`src/rtl/hdp_timing_pkg.sv`:
```
// Shared timing constants and FSM state encoding for the HDP line streamer.
package hdp_timing_pkg;

    localparam int LCD_WIDTH          = 32;
    localparam int DEF_WORDS_PER_LINE = 40;
    localparam int DEF_BLANK_WORDS    = 4;
    localparam int DEF_LINES          = 1280;
    localparam int DEF_BACK_PORCH     = 24;
    localparam int DEF_UPDATE_WORDS   = 28;

    typedef enum logic [1:0] {
        IDLE   = 2'd0,
        ACTIVE = 2'd1,
        BLANK  = 2'd2,
        PORCH  = 2'd3
    } hdpState_t;

    // Counter width for a terminal count of n; never narrower than one bit.
    function automatic int cntWidth(input int n);
        return (n > 1) ? $clog2(n) : 1;
    endfunction

endpackage

```
`src/rtl/hdp_pattern_gen.sv`:
```
// Test-pattern source for the line streamer, built only with HDP_TEST_PATTERN_EN.
// Latches the pattern select at frame start and forms {line, word} coded words.
module hdp_pattern_gen
    import hdp_timing_pkg::*;
#(
    parameter int DATA_WIDTH = LCD_WIDTH
) (
    input  logic                  i_clock,
    input  logic                  i_reset,
    input  logic                  i_sample,
    input  logic                  i_patternSel,
    input  logic [10:0]           i_lineCount,
    input  logic [15:0]           i_wordIndex,
    output logic                  o_patternOn,
    output logic [DATA_WIDTH-1:0] o_patternWord
);

    logic        patSel;
    logic [31:0] rawWord;

    // Hold the select for the whole frame so a mid-frame toggle cannot tear it.
    always_ff @(posedge i_clock) begin
        if (i_reset) begin
            patSel <= 1'b0;
        end else if (i_sample) begin
            patSel <= i_patternSel;
        end
    end

    assign rawWord       = {5'b0, i_lineCount, i_wordIndex};
    assign o_patternWord = DATA_WIDTH'(rawWord);
    assign o_patternOn   = patSel;

endmodule

```
`src/rtl/hdp_line_streamer.sv`:
```
// HDP panel line streamer: pops the FWFT pixel FIFO once per active word and
// generates line/frame timing (active, blank, back porch).
// Optional build macro: HDP_TEST_PATTERN_EN adds i_patternSel and a pattern source.
//
// state  | meaning
// -------+-------------------------------------------------------------
// IDLE   | waiting for i_enable and FIFO data before the first frame
// ACTIVE | one word per cycle onto the bus, WORDS_PER_LINE cycles
// BLANK  | zero words, o_valid low, BLANK_WORDS cycles at line end
// PORCH  | zero words, o_valid low, BACK_PORCH cycles after last line
module hdp_line_streamer
    import hdp_timing_pkg::*;
#(
    parameter int DATA_WIDTH     = LCD_WIDTH,
    parameter int WORDS_PER_LINE = DEF_WORDS_PER_LINE,
    parameter int BLANK_WORDS    = DEF_BLANK_WORDS,
    parameter int LINES          = DEF_LINES,
    parameter int BACK_PORCH     = DEF_BACK_PORCH,
    parameter int UPDATE_WORDS   = DEF_UPDATE_WORDS
) (
    input  logic                  i_clock,
    input  logic                  i_reset,
    input  logic                  i_enable,
    input  logic [DATA_WIDTH-1:0] i_fifoData,
    input  logic                  i_fifoEmpty,
`ifdef HDP_TEST_PATTERN_EN
    input  logic                  i_patternSel,
`endif
    output logic                  o_fifoRead,
    output logic [DATA_WIDTH-1:0] o_lcdData,
    output logic                  o_valid,
    output logic                  o_update,
    output logic                  o_frameStart,
    output logic [10:0]           o_lineCount,
    output logic [15:0]           o_underflowCount,
    output logic                  o_busy
);

    localparam int WW = cntWidth(WORDS_PER_LINE);
    localparam int BW = cntWidth(BLANK_WORDS);
    localparam int LW = cntWidth(LINES);
    localparam int PW = cntWidth(BACK_PORCH);
    localparam int UW = cntWidth(UPDATE_WORDS + 1);

    hdpState_t             state;
    hdpState_t             stateNext;
    logic [WW-1:0]         wordCnt;
    logic [BW-1:0]         blankCnt;
    logic [LW-1:0]         lineCnt;
    logic [PW-1:0]         porchCnt;
    logic [UW-1:0]         updCnt;
    logic [15:0]           underflowCnt;
    logic [DATA_WIDTH-1:0] lcdData;
    logic                  valid;
    logic                  update;
    logic                  frameStart;

    logic                  wordLast;
    logic                  blankLast;
    logic                  lineLast;
    logic                  porchLast;
    logic                  frameBegin;
    logic                  fifoRead;
    logic                  underflowHit;
    logic [DATA_WIDTH-1:0] dataNext;
    logic                  validNext;
    logic                  updateNext;
    logic                  frameStartNext;
    logic                  patternOn;
    logic                  patternStart;
    logic [DATA_WIDTH-1:0] patternWord;

    assign wordLast   = (wordCnt  == WW'(WORDS_PER_LINE - 1));
    assign blankLast  = (blankCnt == BW'(BLANK_WORDS - 1));
    assign lineLast   = (lineCnt  == LW'(LINES - 1));
    assign porchLast  = (porchCnt == PW'(BACK_PORCH - 1));
    assign frameBegin = (stateNext == ACTIVE) && ((state == IDLE) || (state == PORCH));

`ifdef HDP_TEST_PATTERN_EN
    assign patternStart = i_patternSel;

    hdp_pattern_gen #(
        .DATA_WIDTH (DATA_WIDTH)
    ) u_patternGen (
        .i_clock       (i_clock),
        .i_reset       (i_reset),
        .i_sample      (frameBegin),
        .i_patternSel  (i_patternSel),
        .i_lineCount   (o_lineCount),
        .i_wordIndex   (16'(wordCnt)),
        .o_patternOn   (patternOn),
        .o_patternWord (patternWord)
    );
`else
    assign patternStart = 1'b0;
    assign patternOn    = 1'b0;
    assign patternWord  = '0;
`endif

    // State register.
    always_ff @(posedge i_clock) begin
        if (i_reset) begin
            state <= IDLE;
        end else begin
            state <= stateNext;
        end
    end

    // Next state, pop decision and next values of the registered bus outputs.
    always_comb begin
        stateNext      = state;
        fifoRead       = 1'b0;
        underflowHit   = 1'b0;
        dataNext       = '0;
        validNext      = 1'b0;
        frameStartNext = 1'b0;
        updateNext     = 1'b0;
        case (state)
            IDLE: begin
                // A pattern frame needs no FIFO data to get going.
                if (i_enable && (!i_fifoEmpty || patternStart)) begin
                    stateNext = ACTIVE;
                end
            end
            ACTIVE: begin
                validNext      = 1'b1;
                frameStartNext = (lineCnt == '0) && (wordCnt == '0);
                if (patternOn) begin
                    dataNext = patternWord;
                end else if (!i_fifoEmpty) begin
                    fifoRead = 1'b1;
                    dataNext = i_fifoData;
                end else begin
                    underflowHit = 1'b1;
                end
                if (wordLast) begin
                    stateNext = BLANK;
                end
            end
            BLANK: begin
                if (blankLast) begin
                    stateNext = lineLast ? PORCH : ACTIVE;
                end
            end
            PORCH: begin
                // Back-to-back frames restart without waiting on the FIFO.
                if (porchLast) begin
                    stateNext = i_enable ? ACTIVE : IDLE;
                end
            end
            default: begin
                stateNext = IDLE;
            end
        endcase
        updateNext = ((state == ACTIVE) || (state == BLANK)) && (updCnt < UW'(UPDATE_WORDS));
    end

    // Word, blank, line, porch and update-window counters.
    always_ff @(posedge i_clock) begin
        if (i_reset) begin
            wordCnt  <= '0;
            blankCnt <= '0;
            lineCnt  <= '0;
            porchCnt <= '0;
            updCnt   <= '0;
        end else begin
            case (state)
                ACTIVE: begin
                    wordCnt <= wordLast ? '0 : wordCnt + 1'b1;
                end
                BLANK: begin
                    blankCnt <= blankLast ? '0 : blankCnt + 1'b1;
                    if (blankLast && !lineLast) begin
                        lineCnt <= lineCnt + 1'b1;
                    end
                end
                PORCH: begin
                    porchCnt <= porchLast ? '0 : porchCnt + 1'b1;
                    if (porchLast) begin
                        lineCnt <= '0;
                    end
                end
                default: begin
                end
            endcase
            // Counts frame cycles from line 0 word 0; cleared outside a frame body.
            if ((state == ACTIVE) || (state == BLANK)) begin
                if (updCnt < UW'(UPDATE_WORDS)) begin
                    updCnt <= updCnt + 1'b1;
                end
            end else begin
                updCnt <= '0;
            end
        end
    end

    // Registered panel bus, one cycle behind the pop decision.
    always_ff @(posedge i_clock) begin
        if (i_reset) begin
            lcdData    <= '0;
            valid      <= 1'b0;
            update     <= 1'b0;
            frameStart <= 1'b0;
        end else begin
            lcdData    <= dataNext;
            valid      <= validNext;
            update     <= updateNext;
            frameStart <= frameStartNext;
        end
    end

    // Saturating count of active words sent without FIFO data.
    always_ff @(posedge i_clock) begin
        if (i_reset) begin
            underflowCnt <= '0;
        end else if (underflowHit && (underflowCnt != 16'hFFFF)) begin
            underflowCnt <= underflowCnt + 16'd1;
        end
    end

    // Pop is suppressed during reset so the FIFO is not drained by a dying frame.
    assign o_fifoRead       = fifoRead && !i_reset;
    assign o_lcdData        = lcdData;
    assign o_valid          = valid;
    assign o_update         = update;
    assign o_frameStart     = frameStart;
    assign o_lineCount      = 11'(lineCnt);
    assign o_underflowCount = underflowCnt;
    assign o_busy           = (state != IDLE);

endmodule
```
`config.mk`:
```
export PLATFORM = sky130hd
export DESIGN_NAME = hdp_line_streamer
export DESIGN_NICKNAME = d
export VERILOG_FILES = /design/src/rtl/hdp_timing_pkg.sv /design/src/rtl/hdp_pattern_gen.sv /design/src/rtl/hdp_line_streamer.sv
export SDC_FILE = /design/constraint.sdc
export NUM_CORES = 1
export LEC_CHECK = 0
export ABC_AREA = 1
export CORE_MARGIN = 2
export CORE_UTILIZATION = 52
export CTS_BUF_LIST = sky130_fd_sc_hd__clkbuf_4 sky130_fd_sc_hd__clkbuf_8 sky130_fd_sc_hd__clkbuf_16
export CTS_CLUSTER_SIZE = 16
export DETAILED_ROUTE_END_ITERATION = 7
export GPL_TIMING_DRIVEN = 0
export PLACE_DENSITY = 0.86
export SLEW_MARGIN = 20
export SYNTH_ARGS = -nofsm -noshare
export SYNTH_HDL_FRONTEND = slang
export SYNTH_SLANG_ARGS = --single-unit
```
`constraint.sdc`:
```
create_clock -name i_clock -period 4.65 [get_ports i_clock]
set_input_delay 0.93 -clock i_clock [delete_from_list [all_inputs] [get_ports i_clock]]
set_output_delay 0.93 -clock i_clock [all_outputs]
set_load 0.05 [all_outputs]
```
Word level (Yosys, flattened, before mapping)
Index checks and enable logic that the tools add are counted.
Operators by class
  add/sub/neg operators: 6
  magnitude comparators: 1
  mux-type cells: 18
  equality and inequality tests: 13
  reductions and logical operators: 20
  bitwise logic cells: 2
Operators with widths (count)
  11-bit 2-to-1 mux: 2
  11-bit one-hot mux with 2 select lines: 1
  16-bit by 1-bit adder with 16-bit output, second input constant: 1
  16-bit inequality test, second input constant: 1
  2-bit 2-to-1 mux: 6
  11-bit by 1-bit adder with 11-bit output, second input constant: 1
  11-bit == test, second input constant: 1
  11-bit logical NOT: 1
  5-bit by 1-bit adder with 5-bit output, second input constant: 2
  2-bit one-hot mux with 4 select lines: 1
  6-bit by 1-bit adder with 6-bit output, second input constant: 1
  2-bit == test, second input constant: 3
  6-bit == test, second input constant: 1
  1-bit logical AND: 6
  6-bit logical NOT: 1
  1-bit 2-to-1 mux: 6
  6-bit 2-to-1 mux: 1
  2-bit inequality test, second input constant: 3
  5-bit == test, second input constant: 1
  5-bit less-than comparator, second input constant: 1
  5-bit 2-to-1 mux: 1
  2-bit by 1-bit inequality test with 1-bit output, second input constant: 2
  4-bit AND reduction: 1
  2-bit nonzero test: 2
  9 further kinds: 13
Word-level totals
  bits of input ports: 36
  flip-flop bits (word level): 82
  output and inout bits: 64

Depth between registers and ports, before layout
Gate-level depths: netlist of the first run.
  word-level depth: 5
  depth in mapped cells: 11
  mapped depth without buffers: 11

Least setup slack after synthesis of the first run
OpenSTA, ideal clock, no wires.
  path type: input to output
  from: in i_reset
  to: out o_fifoRead
  data arrival time: 1.883 ns
  path buffers: 2
  slack: 1.837 ns
  stages on the path: 5
  path through: buf_2 -> nor2_1 -> nand2_1 -> clkbuf_1 -> inv_1
Between the ends
  cells in the longest elaborated chain, start to end: 2
RTL lines
  from (decl): line hdp_line_streamer.sv:22  | input logic i_reset,
  1-bit logical NOT: line hdp_line_streamer.sv:222  | assign o_fifoRead = fifoRead && !i_reset;
  1-bit logical AND: line hdp_line_streamer.sv:222
  to (decl): line hdp_line_streamer.sv:29  | output logic o_fifoRead,
Every way passes these cells.

Worst setup path in the final report of the first run
  from: reg state[1]
  to: out o_fifoRead
Between the ends
  cells in the longest elaborated chain, start to end: 3
RTL lines
  from (decl): line hdp_line_streamer.sv:45  | hdpState_t state;
  from (signal assigned): line hdp_line_streamer.sv:105  | state <= stateNext;
  2-bit by 1-bit == test with 1-bit output: line hdp_line_streamer.sv:118  | case (state)
  1-bit 2-to-1 mux: line hdp_line_streamer.sv:118
  1-bit logical AND: line hdp_line_streamer.sv:222
Every way passes these cells.

==> flow_summary.yaml, run 1 <==
timing:
  period_share_pct: 82.1
  setup_viol_count_final: 0
  slew_violations: 0
  worst_pin_slew_ns: 0.696
  slew_headroom_pct: 53.6
  hold_viol: 0
  fin_crit_ns: 3.82
  timing.fmax_mhz: 262
  tns_ns: 0
  whs_ns: 0.470
  clock_skew_ns: 0.0103
  rsz0062_at_grt: "no"
die:
  die_w_um: 87.6
  initial_utilization_pct: 53.5
  core_sq_mm: 0.00679
  io_pins: 100
  die_h_um: 87.6
  dieArea_sq_mm: 0.00767
  fp-row-count: 30
drt:
  wirelength_mm: 8.87
  drtIter0Drc: 194
  wl_per_cell_um: 12.5
  drc: 0
  drt-vias-per-instance: 4.97
  antenna_left: 0
  vias: 3535
  drtPass1Iterations: 4
pwr:
  ir_worst_vdd_v: 0.000299
  p_leak_nw: 2.08
  cellPowerDensity_mw_per_mm2: 364
  power_w: 0.00179
clocking:
  cts_sinks: 82
  htreeDepth: 3
  postCtsSetupRepairBufs: 0
  cts_buffer_depth: 2
  cts.reportedPaths.clkPinSlew_ns: 0.08
  root_buffer: "clkbuf_8"
  cts-buffers-inserted: 9
  hold_buffers: 0
  ctsResizeCount: 0
  insertion_delay_ns: 0.35
  cts_tree: "built"
worst_setup_path:
  crit_top_cell: "inv_1"
  crit_path_start_kind: "register"
  cp.required_ns: 3.72
  cp.depth: 8
  worst_path_largest_cell_delay_ns: 0.81
  critPathLaunch: "state[1]$_SDFFE_PP0P_"
  r2r_slack_ns: 2.79
  reg2regPathDepth: 7
  worstSetupPathType: "register to primary output"
  endpoint_kind: "primary output"
  worst_path_dominant_cell_family: "buffers and inverters"
  reg2reg_from: "state[1]$_SDFFE_PP0P_"
  arrival_ns: 2.89
  cp_max_fo: 10
  path_cells: "inv_1 -> ha_1 -> inv_1 -> nor2_1 -> nand2_1 -> clkbuf_1 -> inv_1 -> clkdlybuf4s50_1"
  timing.rr.end: "o_lcdData[14]$_SDFF_PP0_"
  cp_num_buf_inv: 5
  critPathSlowestCell: "clkdlybuf4s50_1"
synth:
  post-synth-top-count-cell: "nand2_1"
  ys_warn_count: 0
  synth_area_sq_mm: 0.00363
  synth_area_leaders: "dfxtp_1 (45%), nand2_1 (11%), nor2_1 (9.4%), inv_1 (8.0%), ha_1 (4.5%)"
  yosysTopAreaCellShare_pct: 45.2
  ys_async_sr_fraction_pct: 0
  synth-seq-cells: 82
  synth_top_area_cell: "dfxtp_1"
  ys_seq_area_share_pct: 45.2
  synthFlopType: "dfxtp_1"
  synth_cell_types: 28
  syn-num-nets: 551
  synth-edff-count: 0
  syn_avg_cell_area_sq_um: 7.24
  synth_cells: 502
  synth_commonest_cells: "nand2_1 (106), nor2_1 (91), dfxtp_1 (82)"
global_route:
  use_met2_pct: 41.5
  antenna_found_initial: 0
  grt_pass1_vias: 3289
  grt_overflow: 0
  grt_usage_pct: 23.9
  busiest_layer: "met2"
  gr-usage-met1_pct: 24.6
  grt_max_degree: 15
  met3_usage_pct: 11.2
  grt_pass1_wl_mm: 14.3
job:
  maxCapViolations: 0
finish:
  fillers: 519
  syn_to_final_growth_pct: 35.1
  diodes: 0
  drive_above_1_share_pct: 5.85
  postLayoutCoreUtil_pct: 72.3
  final_area_sq_mm: 0.00491
  final_nets: 660
worst_hold_path:
  whs_path_depth: 2
  whs_endpoint: "updCnt[4]$_SDFFE_PP0P_"
  hold_path_class: "register to register"
  hold_start: "updCnt[4]$_SDFFE_PP0P_"
placement:
  place_congestion: 0.936
  portBuffers: 98
  hpwl_mm: 6.75
  place_area_sq_mm: 0.00474
run_status:
  status: "completed"
## final cells by class
class	instances	area, sq um	area share [%]
buffer	10	55.1	1.12
tap	96	120	2.45
inverter	79	297	6.04
multi-input combinational	331	1640	33.4
clock inverter	5	38.8	0.790
sequential	82	1640	33.4
clock buffer	10	138	2.80
timing repair buffer	98	981	20.0
## per-stage QoR
| stage | cells | setup WS [ns] |
|---|---|---|
| 3_3_place_gp | 696 | 0.883 |
| 6_report | 711 | 0.833 |
| 4_1_cts | 711 | 0.840 |
| 2_1_floorplan | 502 | 1.84 |
| 5_1_grt | 711 | 0.643 |
| 3_5_place_dp | 696 | 0.867 |
## worst min-delay path: stages, from the launching register on
cell	delay, ns
dfxtp_1	0.32
inv_1	0.05
a21oi_1	0.05
## how the worst max path moves through the flow
stage / endpoint / slack (ns)
global route: o_fifoRead / 0.64
detailed placement: o_fifoRead / 0.87
global placement: o_fifoRead / 0.88
CTS: o_fifoRead / 0.84
floorplan: o_fifoRead / 1.84
finish: o_fifoRead / 0.83
## report_power, final
part           internal [W]  switching [W]  leakage [nW]
combinational      0.000176       0.000345          1.34
sequential         0.000757      0.0000378         0.663
clock              0.000207       0.000262        0.0770
## cell families after synthesis
group,after synthesis,synth area share (%)
AND/OR/NAND/NOR,252,29.0
buffers and inverters,89,9.67
flip-flops,82,45.2
XOR/XNOR,14,3.37
adder cells (fa/ha/maj),13,4.48
AO/OA/AOI/OAI,52,8.30
## metal layers
| metal | vias to the layer above | wire length (um) |
|---|---|---|
| li1 | 1767 | - |
| met1 | 1598 | 3270 |
| met2 | 148 | 4390 |
| met3 | 22 | 984 |
| met4 | 0 | 223 |
| met5 | - | 0 |
## state kept, by name (all words and copies together), names as in the netlist
name	count
blankCnt	2
o_frameStart	1
o_lcdData	32
o_lineCount	11
o_underflowCount	16
o_update	1
o_valid	1
porchCnt	5
state	2
updCnt	5
wordCnt	6
## cells in the final DEF, fill, tap and decap left out, types with 3 or more instances in the layout
cell,n
inv_1,77
dfxtp_1,82
nand4_1,6
a21oi_1,25
clkbuf_8,10
nand2_1,106
clkbuf_1,6
xor2_1,9
xnor2_1,5
nand2_2,3
nor3_1,8
clkinvlp_4,4
a21oi_2,6
nand3_1,29
nor2_1,91
ha_1,13
o21ai_0,18
clkdlybuf4s50_1,98
(Power assumes the default switching activity.)
==> run 2, diff against run 1 <==
--- a/config.mk
+++ b/config.mk
@@ -7,12 +7,12 @@
 export LEC_CHECK = 0
 export ABC_AREA = 1
 export CORE_MARGIN = 2
-export CORE_UTILIZATION = 52
+export CORE_UTILIZATION = 43
 export CTS_BUF_LIST = sky130_fd_sc_hd__clkbuf_4 sky130_fd_sc_hd__clkbuf_8 sky130_fd_sc_hd__clkbuf_16
 export CTS_CLUSTER_SIZE = 16
 export DETAILED_ROUTE_END_ITERATION = 7
 export GPL_TIMING_DRIVEN = 0
-export PLACE_DENSITY = 0.86
+export PLACE_DENSITY = 0.76
 export SLEW_MARGIN = 20
 export SYNTH_ARGS = -nofsm -noshare
 export SYNTH_HDL_FRONTEND = slang
==> constraint.sdc (replaced) <==
create_clock -name i_clock -period 3.5 [get_ports i_clock]
set_input_delay 0.7 -clock i_clock [delete_from_list [all_inputs] [get_ports i_clock]]
set_output_delay 0.7 -clock i_clock [all_outputs]
set_load 0.05 [all_outputs]
==> run 2 against run 1 <==
Net effect: sequential cell count did not move; largest power group unchanged; worst setup slack lost 0.61 ns; largest cell class unchanged; critical path depth unchanged; final cell count rose by 1.4%.
==> flow_summary.yaml, run 2 (same netlist as run 1, synthesis figures left out) <==
clocking:
  hold_buffers: 0
  postCtsSetupRepairBufs: 0
  insertion_delay_ns: 0.35
  cts_tree: "built"
  cts.reportedPaths.clkPinSlew_ns: 0.09
  cts_sinks: 82
  htreeDepth: 3
  cts-buffers-inserted: 9
  cts_buffer_depth: 2
  root_buffer: "clkbuf_8"
job:
  maxCapViolations: 0
timing:
  setup_viol_count_final: 0
  tns_ns: 0
  hold_viol: 0
  timing.fmax_mhz: 306
  clock_skew_ns: 0.0106
  fin_crit_ns: 3.27
  rsz0062_at_grt: "no"
  slew_violations: 0
  period_share_pct: 93.5
  worst_pin_slew_ns: 0.689
  fin_ws_ns: 0.228
  slew_headroom_pct: 54.0
finish:
  final_common_cell: "nand2_1"
  drive_above_1_share_pct: 6.01
  fillers: 718
  largest_reg_flops: 32
  final_nets: 660
  diodes: 0
  final_cell_mix: "nand2_1 (106), clkdlybuf4s50_1 (97), nor2_1 (91), dfxtp_1 (82), inv_1 (77)"
  syn_to_final_growth_pct: 36.1
  final_cells: 721
run_status:
  status: "completed"
drt:
  wirelength_mm: 8.63
  drt-vias-per-instance: 4.78
  drtPass1Iterations: 4
  drtIter0Drc: 154
  drc: 0
  antenna_left: 0
  wl_per_cell_um: 12.0
  vias: 3449
die:
  die_w_um: 95.9
  die_h_um: 95.9
  core_sq_mm: 0.00822
  initial_utilization_pct: 44.2
  fp-row-count: 33
  dieArea_sq_mm: 0.00920
  io_pins: 100
worst_setup_path:
  worst_path_largest_cell_delay_ns: 0.53
  critPathSlowestCell: "dlygate4sd2_1"
  critPathLaunch: "state[1]$_SDFFE_PP0P_"
  endpoint_kind: "primary output"
  worst_path_dominant_cell_family: "buffers and inverters"
  reg2reg_from: "state[0]$_SDFFE_PP0P_"
  arrival_ns: 2.57
  cp.required_ns: 2.80
  path_cells: "inv_1 -> ha_1 -> inv_1 -> nor2_1 -> nand2_1 -> clkbuf_1 -> inv_1 -> dlygate4sd2_1"
  worstSetupPathType: "register to primary output"
  cp_num_buf_inv: 5
  crit_top_cell: "inv_1"
  crit_path_start_kind: "register"
  cp_max_fo: 10
global_route:
  grt_max_degree: 16
  grt_usage_pct: 19.8
  antenna_found_initial: 0
  grt_pass1_vias: 3202
  met3_usage_pct: 7.91
  use_met2_pct: 31.9
  busiest_layer: "met2"
  gr-usage-met1_pct: 24.0
  grt_overflow: 0
  grt_pass1_wl_mm: 14.2
pwr:
  p_clk_share_pct: 28.6
  power.switching_w: 0.000862
  p_leak_nw: 2.11
  cellPowerDensity_mw_per_mm2: 492
  switching_share_pct: 35.4
  p_comb_share_pct: 28.0
  ir_worst_vdd_v: 0.000325
  intPower_w: 0.00157
  power_w: 0.00243
  p_seq_share_pct: 43.4
worst_hold_path:
  hold_path_class: "register to register"
  hold_start: "updCnt[4]$_SDFFE_PP0P_"
placement:
  place_inst: 705
  dp_slack_ns: 0.141
  hpwl_mm: 6.51
  portBuffers: 98
  place_congestion: 0.932
run 2: changes by cell type in the layout (fill, tap and decap cells not counted), sizes merged:
cell / before / now
inv: 80 / 81
dlygate4sd2: 0 / 1
clkbuf: 16 / 15
clkdlybuf4s50: 98 / 97
bufinv: 0 / 1
clkinvlp: 4 / 2
clkinv: 0 / 2
run 2: area by class of cell:
cell class | count | area [sq um] | area share [%]
repair buffers | 98 | 980 | 19.8
plain buffers | 10 | 55.1 | 1.11
well taps | 105 | 131 | 2.66
inverters | 79 | 297 | 6.00
clock inverters | 7 | 76.3 | 1.54
flip-flops and latches | 82 | 1640 | 33.2
clock buffers | 9 | 124 | 2.50
multi-input cells | 331 | 1640 | 33.2
run 2: final timing paths:
kind	endpoint	slack (ns)	cells after the start
max	o_fifoRead	0.23	8
min	updCnt[4]$_SDFFE_PP0P_	0.46	2
max reg2reg	o_lineCount[1]$_SDFFE_PP0P_	1.64	10
min reg2reg	updCnt[4]$_SDFFE_PP0P_	0.46	2
run 2: stage by stage:
| step | hold WS, ns | area, sq um | util (%) |
|---|---|---|---|
| after global routing | 0.485 | 4950 | 60.2 |
| after detailed placement | 0.449 | 4750 | 57.8 |
| after global placement | 0.441 | 4750 | 57.8 |
| after floorplan | 0.429 | 3630 | - |
| final | 0.458 | 4950 | 60.2 |
| after CTS | 0.462 | 4950 | 60.2 |
run 2: power by group through the flow:
stage / sequential [W] / combinational, W / clock, W
finish: 0.00106 / 0.000681 / 0.000696
detailed placement: 0.00108 / 0.000679 / 0
global route: 0.00107 / 0.000747 / 0.000754
global placement: 0.00107 / 0.000667 / 0
CTS: 0.00106 / 0.000685 / 0.000712
floorplan: 0.00122 / 0.000306 / 0
run 2: timing repair:
action	in CTS	in global routing
endpoints found under the setup margin	1	0
resized for setup	1	0
endpoints found under the hold margin	0	0
run 2: per-layer routing:
layer	routed length, um	vias up	part of all wire, %
met3	926	13	11
met2	3910	127	45
li1	-	1764	-
met5	0	-	0
met4	123	0	1.4
met1	3670	1545	43
run 2: worst register-to-register path: cells and delay by family (launching register included):
kind                       cells  cell delay [ns]
DFF                            1             0.45
and+or+nand+nor                4             0.41
buffers and inverters          3             0.40
adders and majority gates      1             0.26
AOI/OAI and AO/OA              2             0.26
==> run 3, diff against run 2 <==
==> constraint.sdc (replaced) <==
create_clock -name i_clock -period 3.5 [get_ports i_clock]
set_input_delay 0.7 -clock i_clock [delete_from_list [all_inputs] [get_ports i_clock]]
set_output_delay 0.7 -clock i_clock [all_outputs]
set_load 0.005 [all_outputs]
==> run 3 against run 2 <==
Net effect: final cell count unchanged; die area stayed put; final area hardly changed; sequential cell count unchanged; maximum frequency rose by 0.75%; combinational power is 26% lower; core utilization about the same; critical path depth is the same; clock-buffer cell count unchanged; via count is essentially flat; clock skew is the same; critical path type unchanged.
==> flow_summary.yaml, run 3 (same netlist as run 1, synthesis figures left out) <==
finish:
  final-seq-area_sq_mm: 0.00164
  fillers: 717
  largest_reg_flops: 32
  multi_input_area_sq_mm: 0.00164
  postLayoutCoreUtil_pct: 60.2
  final_cells: 721
  final_nets: 660
  syn_to_final_growth_pct: 36.1
  final_common_cell: "nand2_1"
  diodes: 0
  final_cell_mix: "nand2_1 (106), clkdlybuf4s50_1 (98), nor2_1 (91), dfxtp_1 (82), inv_1 (77)"
  drive_above_1_share_pct: 6.01
drt:
  wirelength_mm: 8.64
  vias: 3448
  wl_per_cell_um: 12.0
  drc: 0
  drtIter0Drc: 154
  drt-vias-per-instance: 4.78
  antenna_left: 0
  drtPass1Iterations: 4
clocking:
  cts.reportedPaths.clkPinSlew_ns: 0.09
  postCtsSetupRepairBufs: 0
  htreeDepth: 3
  root_buffer: "clkbuf_8"
  ctsResizeCount: 0
  cts_tree: "built"
  hold_buffers: 0
  cts_sinks: 82
  cts_buffer_depth: 2
  cts-buffers-inserted: 9
  insertion_delay_ns: 0.35
worst_setup_path:
  cp_num_buf_inv: 5
  worstSetupPathType: "register to primary output"
  arrival_ns: 2.55
  crit_top_cell: "inv_1"
  path_cells: "inv_1 -> ha_1 -> inv_1 -> nor2_1 -> nand2_1 -> clkbuf_1 -> inv_1 -> clkdlybuf4s50_1"
  critPathSlowestCell: "clkdlybuf4s50_1"
  crit_path_start_kind: "register"
  cp.required_ns: 2.80
  endpoint_kind: "primary output"
  worst_path_dominant_cell_family: "buffers and inverters"
  cp_max_fo: 10
  worst_path_largest_cell_delay_ns: 0.50
global_route:
  grt_pass1_vias: 3202
  grt_overflow: 0
  grt_pass1_wl_mm: 14.2
  antenna_found_initial: 0
  met3_usage_pct: 7.91
  grt_usage_pct: 19.8
  gr-usage-met1_pct: 24.0
  use_met2_pct: 31.9
  busiest_layer: "met2"
  grt_max_degree: 16
job:
  maxCapViolations: 0
run_status:
  status: "completed"
die:
  die_w_um: 95.9
  core_sq_mm: 0.00822
  io_pins: 100
  die_h_um: 95.9
  dieArea_sq_mm: 0.00920
  fp-row-count: 33
  initial_utilization_pct: 44.2
placement:
  place_congestion: 0.932
  portBuffers: 98
  place_inst: 705
  hpwl_mm: 6.51
timing:
  worst_pin_slew_ns: 0.689
  slew_headroom_pct: 54.0
  period_share_pct: 92.8
  timing.fmax_mhz: 308
  fin_crit_ns: 3.25
  tns_ns: 0
  slew_violations: 0
  setup_viol_count_final: 0
  hold_viol: 0
  clock_skew_ns: 0.0106
  rsz0062_at_grt: "no"
pwr:
  ir_worst_vdd_v: 0.000309
  cellPowerDensity_mw_per_mm2: 456
  p_leak_nw: 2.10
worst_hold_path:
  hold_path_class: "register to register"
## run 3: cell types whose count changed in the layout (fill, tap and decap cells not counted)
cell | previous run | this run
dlygate4sd2_1 | 1 | 0
clkdlybuf4s50_1 | 97 | 98
## run 3: routing by layer
layer / vias up / share of wire (%)
met2: 127 / 45
met1: 1544 / 43
met5: - / 0
li1: 1764 / -
met4: 0 / 1.4
met3: 13 / 11
## run 3: layout make-up
| class | instances | share of cell area, % |
|---|---|---|
| timing repair buffer | 98 | 19.8 |
| clock buffer | 9 | 2.50 |
| buffer | 10 | 1.11 |
| inverter | 79 | 5.99 |
| multi-input combinational | 331 | 33.2 |
| tap | 105 | 2.66 |
| sequential | 82 | 33.2 |
| clock inverter | 7 | 1.54 |
## run 3: path summary, 6_finish.rpt
check                                     end  slack [ns]                    from  cells past startpoint
setup reg to reg  o_lineCount[1]$_SDFFE_PP0P_        1.64   state[0]$_SDFFE_PP0P_                     10
hold reg to reg        updCnt[4]$_SDFFE_PP0P_        0.46  updCnt[4]$_SDFFE_PP0P_                      2
setup / recovery                   o_fifoRead        0.25   state[1]$_SDFFE_PP0P_                      8
hold / removal         updCnt[4]$_SDFFE_PP0P_        0.46  updCnt[4]$_SDFFE_PP0P_                      2
## run 3: stage by stage
step / cell area [sq um] / hold slack, ns / setup WS, ns / total power [W]
6_report: 4950 / 0.458 / 0.252 / 0.00226
5_1_grt: 4950 / 0.485 / 0.0246 / 0.00239
4_1_cts: 4950 / 0.462 / 0.215 / 0.00228
3_5_place_dp: 4750 / 0.449 / 0.398 / 0.00158
3_3_place_gp: 4750 / 0.441 / 0.386 / 0.00156
2_1_floorplan: 3630 / 0.429 / 1.40 / 0.00135
## run 3: worst reg2reg max path: stages, from the launching register on
cell     delay, ns
dfxtp_1       0.45
inv_1         0.13
ha_1          0.26
inv_1         0.10
nor2_1        0.07
a21oi_1       0.12
nand2_1       0.09
nor2_2        0.17
buf_6         0.17
nand3_1       0.08
a21oi_1       0.14
## run 3: where the power goes
group | switching [W] | internal, W | total (W)
sequential | 0.0000513 | 0.00101 | 0.00106
combinational | 0.000271 | 0.000233 | 0.000505
clock | 0.000361 | 0.000334 | 0.000696
total | 0.000684 | 0.00157 | 0.00226
